==> src/rtl/riscv_pipe_pkg.sv <==
// Shared widths, constants and payload types for the fetch/decode pipeline slice.
package riscv_pipe_pkg;

  localparam int unsigned XLEN          = 32;
  localparam int unsigned IMM_FIELD_MSB = 31;
  localparam int unsigned IMM_FIELD_LSB = 7;
  localparam int unsigned IMM_W         = IMM_FIELD_MSB - IMM_FIELD_LSB + 1;

  localparam logic [XLEN-1:0] RESET_PC  = 32'h0000_0000;
  localparam logic [XLEN-1:0] NOP_INSTR = 32'h0000_0013;

  typedef struct packed {
    logic [XLEN-1:0] instr;
    logic [XLEN-1:0] pc;
  } fetch_pkt_t;

  typedef struct packed {
    logic [XLEN-1:0] instr;
    logic [XLEN-1:0] pc;
    logic [XLEN-1:0] pc_plus4;
    logic            valid;
  } if_id_t;

  // Sequential PC increment; wraps silently at 2^32.
  function automatic logic [XLEN-1:0] pc_inc4(input logic [XLEN-1:0] pc);
    return pc + XLEN'(4);
  endfunction

endpackage

==> src/rtl/fetch_skid_buffer.sv <==
// One-entry holding slot for the fetch packet whose memory data would be lost
// once the instruction memory is re-addressed during a decode stall.
module fetch_skid_buffer
  import riscv_pipe_pkg::*;
(
  input  logic       clk,
  input  logic       rst,
  input  logic       capture_i,
  input  logic       consume_i,
  input  logic       squash_i,
  input  fetch_pkt_t data_i,
  output fetch_pkt_t data_o,
  output logic       valid_o
);

  logic       valid_q, valid_d;
  fetch_pkt_t data_q, data_d;

  // Squash and consume both empty the slot; capture only fills an empty one.
  always_comb begin
    valid_d = valid_q;
    data_d  = data_q;
    if (squash_i || consume_i) begin
      valid_d = 1'b0;
    end else if (capture_i && !valid_q) begin
      valid_d = 1'b1;
      data_d  = data_i;
    end
  end

  always_ff @(posedge clk) begin
    if (rst) begin
      valid_q <= 1'b0;
      data_q  <= '0;
    end else begin
      valid_q <= valid_d;
      data_q  <= data_d;
    end
  end

  assign data_o  = data_q;
  assign valid_o = valid_q;

endmodule

==> src/rtl/fetch_decode_stage.sv <==
// Instruction fetch (PC, in-flight tracking, skid slot) plus the IF/ID register
// that feeds decode and its immediate extender.
module fetch_decode_stage
  import riscv_pipe_pkg::*;
#(
  parameter logic [XLEN-1:0] RESET_PC  = riscv_pipe_pkg::RESET_PC,
  parameter logic [XLEN-1:0] NOP_INSTR = riscv_pipe_pkg::NOP_INSTR
) (
  input  logic             clk,
  input  logic             rst,
  input  logic             stall_f,
  input  logic             stall_d,
  input  logic             flush_d,
  input  logic             pc_src_e,
  input  logic [XLEN-1:0]  pc_target_e,
  output logic [XLEN-1:0]  imem_addr,
  input  logic [XLEN-1:0]  imem_rdata,
  output logic [XLEN-1:0]  instr_d,
  output logic [IMM_W-1:0] imm_input_d,
  output logic [XLEN-1:0]  pc_d,
  output logic [XLEN-1:0]  pc_plus4_d,
  output logic             valid_d
);

  logic [XLEN-1:0] pc_f_q, pc_f_d;
  logic [XLEN-1:0] pc_f2_q, pc_f2_d;
  logic            valid_f2_q, valid_f2_d;
  if_id_t          if_id_q, if_id_d;

  fetch_pkt_t f2_pkt, skid_pkt, ld_pkt;
  logic       skid_valid, skid_capture, skid_consume, ld_valid;

  // Redirect beats stall; the in-flight fetch is squashed on redirect.
  always_comb begin
    pc_f_d     = pc_f_q;
    pc_f2_d    = pc_f2_q;
    valid_f2_d = valid_f2_q;
    if (pc_src_e) begin
      pc_f_d     = pc_target_e & ~XLEN'(3);
      valid_f2_d = 1'b0;
    end else if (!stall_f) begin
      pc_f_d     = pc_inc4(pc_f_q);
      pc_f2_d    = pc_f_q;
      valid_f2_d = 1'b1;
    end
  end

  always_ff @(posedge clk) begin
    if (rst) begin
      pc_f_q     <= RESET_PC;
      pc_f2_q    <= RESET_PC;
      valid_f2_q <= 1'b0;
    end else begin
      pc_f_q     <= pc_f_d;
      pc_f2_q    <= pc_f2_d;
      valid_f2_q <= valid_f2_d;
    end
  end

  always_comb begin
    f2_pkt.instr = imem_rdata;
    f2_pkt.pc    = pc_f2_q;
  end

  assign skid_capture = stall_d && valid_f2_q && !skid_valid;
  assign skid_consume = !stall_d && !flush_d;

  fetch_skid_buffer u_skid (
    .clk       (clk),
    .rst       (rst),
    .capture_i (skid_capture),
    .consume_i (skid_consume),
    .squash_i  (pc_src_e),
    .data_i    (f2_pkt),
    .data_o    (skid_pkt),
    .valid_o   (skid_valid)
  );

  assign ld_pkt   = skid_valid ? skid_pkt : f2_pkt;
  assign ld_valid = skid_valid || valid_f2_q;

  // Flush keeps pc_d/pc_plus4_d; an invalid load still writes a clean NOP.
  always_comb begin
    if_id_d = if_id_q;
    if (flush_d) begin
      if_id_d.instr = NOP_INSTR;
      if_id_d.valid = 1'b0;
    end else if (!stall_d) begin
      if_id_d.instr    = ld_valid ? ld_pkt.instr : NOP_INSTR;
      if_id_d.pc       = ld_pkt.pc;
      if_id_d.pc_plus4 = pc_inc4(ld_pkt.pc);
      if_id_d.valid    = ld_valid;
    end
  end

  always_ff @(posedge clk) begin
    if (rst) begin
      if_id_q.instr    <= NOP_INSTR;
      if_id_q.pc       <= '0;
      if_id_q.pc_plus4 <= '0;
      if_id_q.valid    <= 1'b0;
    end else begin
      if_id_q <= if_id_d;
    end
  end

  assign imem_addr   = pc_f_q;
  assign instr_d     = if_id_q.instr;
  assign pc_d        = if_id_q.pc;
  assign pc_plus4_d  = if_id_q.pc_plus4;
  assign valid_d     = if_id_q.valid;
  assign imm_input_d = if_id_q.instr[IMM_FIELD_MSB:IMM_FIELD_LSB];

endmodule

==> config.mk <==
export PLATFORM = sky130hd
export DESIGN_NAME = fetch_decode_stage
export DESIGN_NICKNAME = d
export VERILOG_FILES = /design/src/rtl/riscv_pipe_pkg.sv /design/src/rtl/fetch_skid_buffer.sv /design/src/rtl/fetch_decode_stage.sv
export SDC_FILE = /design/constraint.sdc
export NUM_CORES = 1
export LEC_CHECK = 0
export ABC_CLOCK_PERIOD_IN_PS = 9100
export CORE_UTILIZATION = 50
export CTS_CLUSTER_DIAMETER = 120
export DETAILED_ROUTE_END_ITERATION = 7
export PLACE_DENSITY = 0.83
export RECOVER_POWER = 50
export SLEW_MARGIN = 10
export SYNTH_ARGS = -nofsm -noshare
export SYNTH_HDL_FRONTEND = slang
export SYNTH_SLANG_ARGS = --single-unit
export TNS_END_PERCENT = 5
==> constraint.sdc <==
create_clock -name clk -period 9.1 [get_ports clk]
set_input_delay 0.91 -clock clk [delete_from_list [all_inputs] [get_ports clk]]
set_output_delay 0.91 -clock clk [all_outputs]
set_load 0.005 [all_outputs]
==> flow_summary_export.csv, run 1 <==
group,metric,value,unit
drt,detailedRoute.firstPassIterationCount,5,
grt,groute.layer.met1.usage,37.2,%
outcome,violations,"capacitance limit, slew limit",
drt,postRouteWirelength,26500,µm
finish,mostFrequentLayoutCell,"nand2_1",
drt,num_vias,9258,
grt,grtUsageMet2,39.9,%
timing,maxSlewViolCount,241,
setup_path,worst-setup-path-type,"input port to flip-flop",
finish,mostFrequentLayoutCells,"254 x nand2_1, 216 x dfxtp_1, 145 x a21oi_1",
logic_synthesis,synthesis.yosys.warnings,0,
placement,routabilityCongestion,0.841,
grt,grt_met3_use,3.35,%
power_and_ir_drop,pwr-share-clk,45.7,%
finish,antenna-diode-count,0,
finish,synthToLayoutAreaGrowth,28.1,%
timing,report.final.setup_viol,0,
finish,finish.utilization,65.3,%
grt,grt_first_pass_wirelength,42500,µm
logic_synthesis,synth.distinct_cells,57,
setup_path,worstSetupStartpointType,"input port",
power_and_ir_drop,internal_power,1700,µW
logic_synthesis,synth.avg_cell_area,7.97,µm²
grt,grt_max_degree,74,
logic_synthesis,synth-edff-count,0,
power_and_ir_drop,combinationalPowerShare,8.2,%
drt,post_drt_wl_per_cell,16.0,µm
finish,drive_above_1_share,5.55,%
floorplanning,die_width,143,µm
floorplanning,die_h,143,µm
logic_synthesis,ys_ff_latch,217,
timing,layout_worst_path_cycle_share,56.4,%
floorplanning,design.core.area,0.0194,mm²
timing,timing.max_slew.rel_slack,-115,%
logic_synthesis,synthesis.instances,1240,
grt,grt_pass1_vias,8155,
setup_path,path_max_fanout,73,
timing,fin_worst_skew,0.00738,ns
floorplanning,num_rows,51,
outcome,outcome,"complete, but fails checks",
power_and_ir_drop,static-leakage-power,0.00449,µW
power_and_ir_drop,seqPwrFrac,46.1,%
drt,postRouteAntennaNets,0,
clock_tree,clkTransAtPathRegs,0.06,ns
finish,layout.nets,1445,
clock_tree,htree_depth,1,
setup_path,end_kind,"flip-flop",
run,drv.max_cap_violation_count,4,
finish,n_fill_cell,1655,
clock_tree,ctsRootBufferMaster,"clkbuf_16",
floorplanning,initial_utilization,51.0,%
timing,grt_setup_unrepaired,"no",
clock_tree,clock_insertion_delay_worst_skew,0.50,ns
logic_synthesis,ys_dominant_reg_cell,"dfxtp_1",
timing,tmin_final,5.13,ns
setup_path,crit_arrival,5.49,ns
clock_tree,numCtsBuffers,22,
logic_synthesis,synth_async_sr_flop_share,0,%
timing,fin_tns_setup,0,ns
placement,buffer_ports.inserted,215,
timing,tightest_slew,3.22,ns
logic_synthesis,seq_area_frac_synth,43.9,%
timing,timing_hold_violations_final,0,
grt,grt_antenna_before_repair,0,
power_and_ir_drop,p_sw_share,22.3,%
power_and_ir_drop,power_per_cell_area,172,mW/mm²
clock_tree,holdBufCountCts,0,
clock_tree,cts_resized,0,
drt,drc,0,
clock_tree,cts_post_setup_buffers_inserted,0,
floorplanning,num_io_pins,224,
floorplanning,design.die.area,0.0203,mm²
grt,global_route.peak_usage_layer,"met2",
timing,hold-worst-slack,0.450,ns
power_and_ir_drop,power.ir.vdd_worst,0.127,mV
power_and_ir_drop,p_sw,486,µW
timing,maxClockFrequency,0.195,GHz
setup_path,worst-endpoint-required,9.46,ns
placement,post-dp-hpwl,17900,µm
clock_tree,tritoncts,"built",
drt,vias_per_cell,5.60,
grt,track_usage,25.5,%
drt,first_iter_violations,765,
hold_path,hp-class,"flip-flop to flip-flop",
grt,remaining_global_route_overflow,0,
logic_synthesis,synth_area,0.00989,mm²
clock_tree,clock_sink_count,217,
clock_tree,cts.path.max_buffers,3,
## power by group through the flow
| stage | clock [µW] | sequential [µW] | combinational (µW) |
|---|---|---|---|
| 4_1_cts | 1010 | 1010 | 183 |
| 3_5_place_dp | 0 | 1030 | 181 |
| 5_1_grt | 1050 | 1010 | 196 |
| 6_report | 997 | 1010 | 179 |
| 3_3_place_gp | 0 | 1030 | 178 |
| 2_1_floorplan | 0 | 1020 | 92.4 |
## synth_stat cells (11+ instances only)
master	count	share of area [%]
nand4_1	17	1.1
o21ai_0	18	0.91
dfxtp_1	217	44
mux2i_1	26	2.6
nand2_1	254	9.6
xnor2_1	25	2.2
nand3_1	40	2.0
a22oi_1	32	2.4
buf_4	35	2.7
nand3b_1	11	0.84
nor2_1	142	5.4
nor3_1	12	0.61
a211oi_1	44	3.3
clkbuf_1	70	2.7
a21oi_1	145	7.3
## state kept, by name, summed over array words and instances, names as in the netlist
signal and count:
valid_d 1, u_skid.data_o 62, imem_addr 30, valid_f2_q 1, instr_d 32, u_skid.valid_o 1
pc_f2_q 30, pc_d 30, pc_plus4_d 30
## layout make-up
class                      instances  area (µm²)  share of cell area [%]
multi-input combinational        898        4930                    38.9
sequential                       217        4350                    34.3
timing repair buffer             226        2210                    17.5
clock buffer                      33         684                    5.40
tap                              265         332                    2.62
clock inverter                     6         130                    1.03
inverter                           8        30.0                   0.237
## per-stage QoR
step | area, µm² | total power (µW) | cells | worst slack, ns
2_1_floorplan | 9910 | 1110 | 1245 | 6.02
3_3_place_gp | 11900 | 1200 | 1614 | 5.48
3_5_place_dp | 11900 | 1210 | 1614 | 5.44
4_1_cts | 12700 | 2200 | 1653 | 5.93
5_1_grt | 12700 | 2260 | 1653 | 3.62
6_report | 12700 | 2180 | 1653 | 3.97
## metal layers
layer  wire, µm  up-vias
li1           -     4567
met1      12000     4320
met2      12100      332
met3       1850       39
met4        488        0
met5          0        -
## logic make-up after synthesis
logic type | share of synthesized area [%]
AOI/OAI and AO/OA | 18.1
xor gates and xnor gates | 2.75
adders and majority gates | 0.253
buffers and inverters | 6.53
DFF | 43.9
muxes | 3.77
other | 0.0379
and+or+nand+nor | 24.6
## path summary, 6_finish.rpt
path	startpoint	end	slack, ns	depth (start not counted)
worst max-delay path	rst	instr_d[23]	3.97	4
worst min-delay path	pc_plus4_d[10]	pc_plus4_d[10]	0.45	2
worst max register to register	u_skid.valid_o	pc_plus4_d[30]	5.89	6
worst min register to register	pc_plus4_d[10]	pc_plus4_d[10]	0.45	2
## critical path, stage by stage
cell and delay, ns:
clkbuf_1 1.23, clkbuf_1 2.36, or2_2 0.83, nor2_1 0.12
(Power assumes the default switching activity.)
==> run 2: changes to the inputs <==
ABC_CLOCK_PERIOD_IN_PS = 4300   (was 9100)
CORE_UTILIZATION = 46   (was 50)
PLACE_DENSITY = 0.8   (was 0.83)
clock period = 4.3 ns   (was 9.1 ns; I/O delays follow)
==> run 2 against run 1 <==
  * The run still ends with capacitance limit, slew limit left
  * Clock skew about the same
  * Die area up 8.6%
  * Sequential power up 110%
  * Cell count up 0.67%
  * Flip-flop and latch count unchanged
  * Critical path type unchanged
  * Largest cell class unchanged
==> flow_summary_export.csv, run 2 (synthesis results as in run 1) <==
group,metric,value,unit
finish,antenna-diode-count,0,
drt,num_vias,9147,
grt,grt_pass1_vias,8132,
placement,buffer_ports.inserted,215,
grt,remaining_global_route_overflow,0,
drt,postRouteAntennaNets,0,
floorplanning,die_width,149,µm
drt,vias_per_cell,5.50,
setup_path,end_kind,"flip-flop",
setup_path,crit_arrival,3.91,ns
power_and_ir_drop,power_per_cell_area,355,mW/mm²
clock_tree,clock_sink_count,217,
grt,grt_max_degree,80,
power_and_ir_drop,combinationalPowerShare,8.3,%
placement,post-dp-hpwl,17900,µm
floorplanning,design.core.area,0.0210,mm²
clock_tree,htree_depth,1,
power_and_ir_drop,power.ir.vdd_worst,0.233,mV
timing,tmin_final,3.52,ns
timing,final_worst_path_setup_slack,0.782,ns
finish,mostFrequentLayoutCell,"nand2_1",
drt,post_drt_wl_per_cell,15.8,µm
floorplanning,design.die.area,0.0221,mm²
timing,fin_worst_skew,0.00764,ns
finish,drive_above_1_share,5.40,%
timing,report.final.setup_viol,0,
floorplanning,num_io_pins,224,
power_and_ir_drop,p_sw_share,23.2,%
grt,grt_antenna_before_repair,0,
timing,fin_tns_setup,0,ns
timing,timing_hold_violations_final,0,
finish,mostFrequentLayoutCells,"254 x nand2_1, 216 x dfxtp_1, 148 x dlygate4sd3_1",
clock_tree,cts.path.max_buffers,3,
timing,maxSlewViolCount,177,
finish,synthToLayoutAreaGrowth,27.7,%
finish,n_fill_cell,1802,
outcome,violations,"capacitance limit, slew limit",
clock_tree,holdBufCountCts,0,
drt,detailedRoute.firstPassIterationCount,5,
drt,postRouteWirelength,26300,µm
clock_tree,cts_post_setup_buffers_inserted,0,
power_and_ir_drop,internal_power,3450,µW
finish,number_of_flip_flops_in_the_largest_register,62,
timing,hold-worst-slack,0.407,ns
floorplanning,die_h,149,µm
setup_path,worst-endpoint-required,4.69,ns
timing,tightest_slew,2.62,ns
power_and_ir_drop,pwr-share-clk,44.3,%
timing,timing.max_slew.rel_slack,-74.3,%
timing,grt_setup_unrepaired,"no",
finish,area_of_all_placed_cells_without_fillers,0.0126,mm²
clock_tree,tritoncts,"built",
clock_tree,clkTransAtPathRegs,0.06,ns
finish,layout.nets,1447,
power_and_ir_drop,p_sw,1040,µW
setup_path,worst-setup-path-type,"input port to flip-flop",
clock_tree,numCtsBuffers,23,
clock_tree,cts_resized,0,
clock_tree,ctsRootBufferMaster,"clkbuf_16",
floorplanning,initial_utilization,47.0,%
grt,track_usage,23.0,%
placement,detailed_place.area,0.0119,mm²
timing,maxClockFrequency,0.284,GHz
placement,routabilityCongestion,0.829,
clock_tree,clock_insertion_delay_worst_skew,0.51,ns
grt,grt_first_pass_wirelength,41700,µm
setup_path,path_max_fanout,66,
drt,drc,0,
placement,place_ws,1.12,ns
drt,first_iter_violations,694,
floorplanning,num_rows,53,
hold_path,hp-class,"input port to flip-flop",
power_and_ir_drop,seqPwrFrac,47.4,%
setup_path,worstSetupStartpointType,"input port",
timing,layout_worst_path_cycle_share,81.8,%
outcome,outcome,"complete, but fails checks",
run,drv.max_cap_violation_count,4,
power_and_ir_drop,static-leakage-power,0.00459,µW
-- run 2: cell types whose count changed in the layout (fill, tap and decap cells not counted), sizes merged --
cell,before,now
clkinv,2,4
buf,9,11
bufinv,4,2
inv,8,7
clkdlybuf4s50,110,65
dlygate4sd3,103,148
-- run 2: critical path, stage by stage --
cell and delay (ns):
clkdlybuf4s50_1 0.54, nor2_4 0.12, clkbuf_1 1.84, nor2_1 0.47, a221o_1 0.49
-- run 2: through the flow --
step / total power, µW / utilization (%) / std cells
floorplan: 2350 / - / 1245
global placement: 2550 / 56.5 / 1625
detailed placement: 2560 / 56.5 / 1625
CTS: 4520 / 60.1 / 1664
global route: 4640 / 60.1 / 1664
finish: 4490 / 60.1 / 1664
-- run 2: final timing paths --
path                       start                end  slack [ns]  cells past startpoint
setup / recovery         flush_d     pc_plus4_d[26]        0.78                      5
hold reg to reg    pc_plus4_d[9]      pc_plus4_d[9]        0.45                      2
hold / removal               rst  u_skid.data_o[52]        0.41                      2
setup reg to reg  u_skid.valid_o     pc_plus4_d[30]        1.05                      6
-- run 2: per-layer routing --
metal	vias up	wire length, µm	global-route usage (%)
met1	4243	12400	33.5
met2	308	11800	35.3
met3	38	1610	3.01
li1	4558	-	-
met5	-	0	0
met4	0	556	6.60
-- run 2: layout make-up --
| type | instances | area, µm² | share of cell area [%] |
|---|---|---|---|
| multi-input cells | 898 | 4930 | 39.0 |
| clock inverters | 5 | 75.1 | 0.594 |
| inverters | 8 | 30.0 | 0.238 |
| flip-flops and latches | 217 | 4350 | 34.4 |
| well taps | 275 | 344 | 2.72 |
| repair buffers | 227 | 2230 | 17.6 |
| clock buffers | 34 | 677 | 5.36 |
-- run 2: power by group through the flow --
stage                     sequential, µW  clock, µW  combinational [µW]
after detailed placement            2170          0                 384
after CTS                           2130       2010                 386
after global routing                2140       2100                 406
final                               2130       1990                 371
after global placement              2170          0                 378
after floorplan                     2160          0                 195
==> run 3: changes to the inputs <==
ABC_CLOCK_PERIOD_IN_PS = 3600   (was 4300)
CORE_UTILIZATION = 50   (was 46)
PLACE_DENSITY = 0.83   (was 0.8)
clock period = 3.6 ns   (was 4.3 ns; I/O delays follow)
==> run 3 against run 2 <==
  * The flow still finishes with violations (capacitance limit, slew limit)
  * Wire length fell by 0.60%
  * Die area fell by 7.9%
  * Via count rose by 1.7%
  * Global-route usage rose by 2.3 points
  * Power rose by 21%
  * Worst hold slack improved by 0.012 ns
  * Register-to-register slack got worse by 0.50 ns
==> flow_summary_export.csv, run 3 (synthesis results as in run 1) <==
group,metric,value,unit
setup_path,path_max_fanout,58,
setup_path,r2r_setup_slack,0.55,ns
floorplanning,design.core.area,0.0194,mm²
setup_path,worst-endpoint-required,4.00,ns
setup_path,worstReg2RegStart,"u_skid.valid_o",
drt,drc,0,
timing,fin_tns_setup,0,ns
power_and_ir_drop,static-leakage-power,0.00455,µW
finish,layout.nets,1450,
grt,grt_pass1_vias,8296,
setup_path,timing.critical_path.to,"pc_plus4_d[9]",
clock_tree,cts_resized,0,
power_and_ir_drop,overall_power_consumption,5420,µW
clock_tree,htree_depth,1,
setup_path,crit_start,"flush_d",
floorplanning,num_rows,51,
clock_tree,tritoncts,"built",
clock_tree,ctsRootBufferMaster,"clkbuf_16",
drt,post_drt_wl_per_cell,15.8,µm
drt,first_iter_violations,756,
placement,routabilityCongestion,0.850,
timing,report.final.setup_viol,0,
setup_path,worstSetupStartpointType,"input port",
finish,number_of_flip_flops_in_the_largest_register,62,
drt,postRouteAntennaNets,0,
clock_tree,clock_insertion_delay_worst_skew,0.51,ns
clock_tree,clock_sink_count,217,
grt,remaining_global_route_overflow,0,
grt,grt_antenna_before_repair,0,
drt,detailedRoute.firstPassIterationCount,5,
clock_tree,numCtsBuffers,22,
clock_tree,cts.path.max_buffers,3,
timing,layout_worst_path_cycle_share,86.8,%
finish,mostFrequentLayoutCells,"254 x nand2_1, 216 x dfxtp_1, 145 x a21oi_1",
floorplanning,num_io_pins,224,
grt,track_usage,25.3,%
setup_path,end_kind,"flip-flop",
finish,drive_above_1_share,6.24,%
timing,maxClockFrequency,0.320,GHz
drt,vias_per_cell,5.61,
power_and_ir_drop,power_per_cell_area,428,mW/mm²
timing,tightest_slew,2.33,ns
outcome,violations,"capacitance limit, slew limit",
finish,antenna-diode-count,0,
drt,postRouteWirelength,26200,µm
placement,post-dp-hpwl,18000,µm
timing,fin_worst_skew,0.0159,ns
timing,timing_hold_violations_final,0,
run,drv.max_cap_violation_count,3,
floorplanning,design.die.area,0.0203,mm²
clock_tree,cts_post_setup_buffers_inserted,0,
timing,timing.max_slew.rel_slack,-55.2,%
setup_path,worst-setup-path-type,"input port to flip-flop",
timing,grt_setup_unrepaired,"no",
drt,num_vias,9304,
finish,mostFrequentLayoutCell,"nand2_1",
timing,tmin_final,3.13,ns
grt,grt_max_degree,77,
finish,synthToLayoutAreaGrowth,28.2,%
timing,maxSlewViolCount,144,
clock_tree,clkTransAtPathRegs,0.06,ns
outcome,outcome,"complete, but fails checks",
clock_tree,holdBufCountCts,0,
power_and_ir_drop,power.ir.vdd_worst,0.360,mV
floorplanning,initial_utilization,51.0,%
placement,buffer_ports.inserted,215,
floorplanning,die_width,143,µm
setup_path,r2r_cells,6,
floorplanning,die_h,143,µm
setup_path,r2r_endpoint,"pc_plus4_d[29]",
hold_path,hp-class,"input port to flip-flop",
setup_path,crit_arrival,3.52,ns
grt,grt_first_pass_wirelength,41800,µm
## run 3: critical path, stage by stage
cell           delay (ns)
dlygate4sd3_1        0.65
nor2_4               0.26
clkbuf_1             1.64
o21ai_0              0.35
a21oi_1              0.23
## run 3: cell type report
| class | count | area [µm²] |
|---|---|---|
| Fill cell | 1632 | 6720 |
| Multi-Input combinational cell | 898 | 4930 |
| Sequential cell | 217 | 4350 |
| Timing Repair Buffer | 231 | 2250 |
| Clock buffer | 28 | 634 |
| Tap cell | 265 | 332 |
| Clock inverter | 12 | 149 |
| Inverter | 8 | 30.0 |
## run 3: stage by stage
step                      util [%]  hold slack, ns  instance area [µm²]  cells  setup slack, ns
final                         65.3           0.419                12700   1659            0.474
after global routing          65.3           0.440                12700   1659            0.266
after CTS                     65.4           0.335                12700   1659            0.604
after detailed placement      61.4           0.447                11900   1619            0.649
after global placement        61.4           0.438                11900   1619            0.704
after floorplan                  -           0.433                 9910   1245            0.520
## run 3: power breakdown
group          internal (µW)  total (µW)  switching (µW)
combinational            221         452             230
sequential              2470        2540            75.4
clock                   1470        2430             964
## run 3: worst min-delay path by stage
stage	from	end	cells after the start
CTS	rst	u_skid.data_o[60]	2
global placement	u_skid.data_o[30]	u_skid.data_o[30]	2
floorplan	u_skid.data_o[30]	u_skid.data_o[30]	2
detailed placement	u_skid.data_o[50]	u_skid.data_o[50]	2
finish	pc_target_e[2]	imem_addr[2]	3
global route	pc_target_e[22]	imem_addr[22]	3
## run 3: per-layer routing
layer,track usage [%],part of all wire (%),vias up,wire [µm]
met3,3.72,6.7,59,1770
met4,8.04,2.6,0,692
li1,-,-,4560,-
met1,35.9,46,4345,12000
met2,39.5,45,340,11700
met5,0,0,-,0
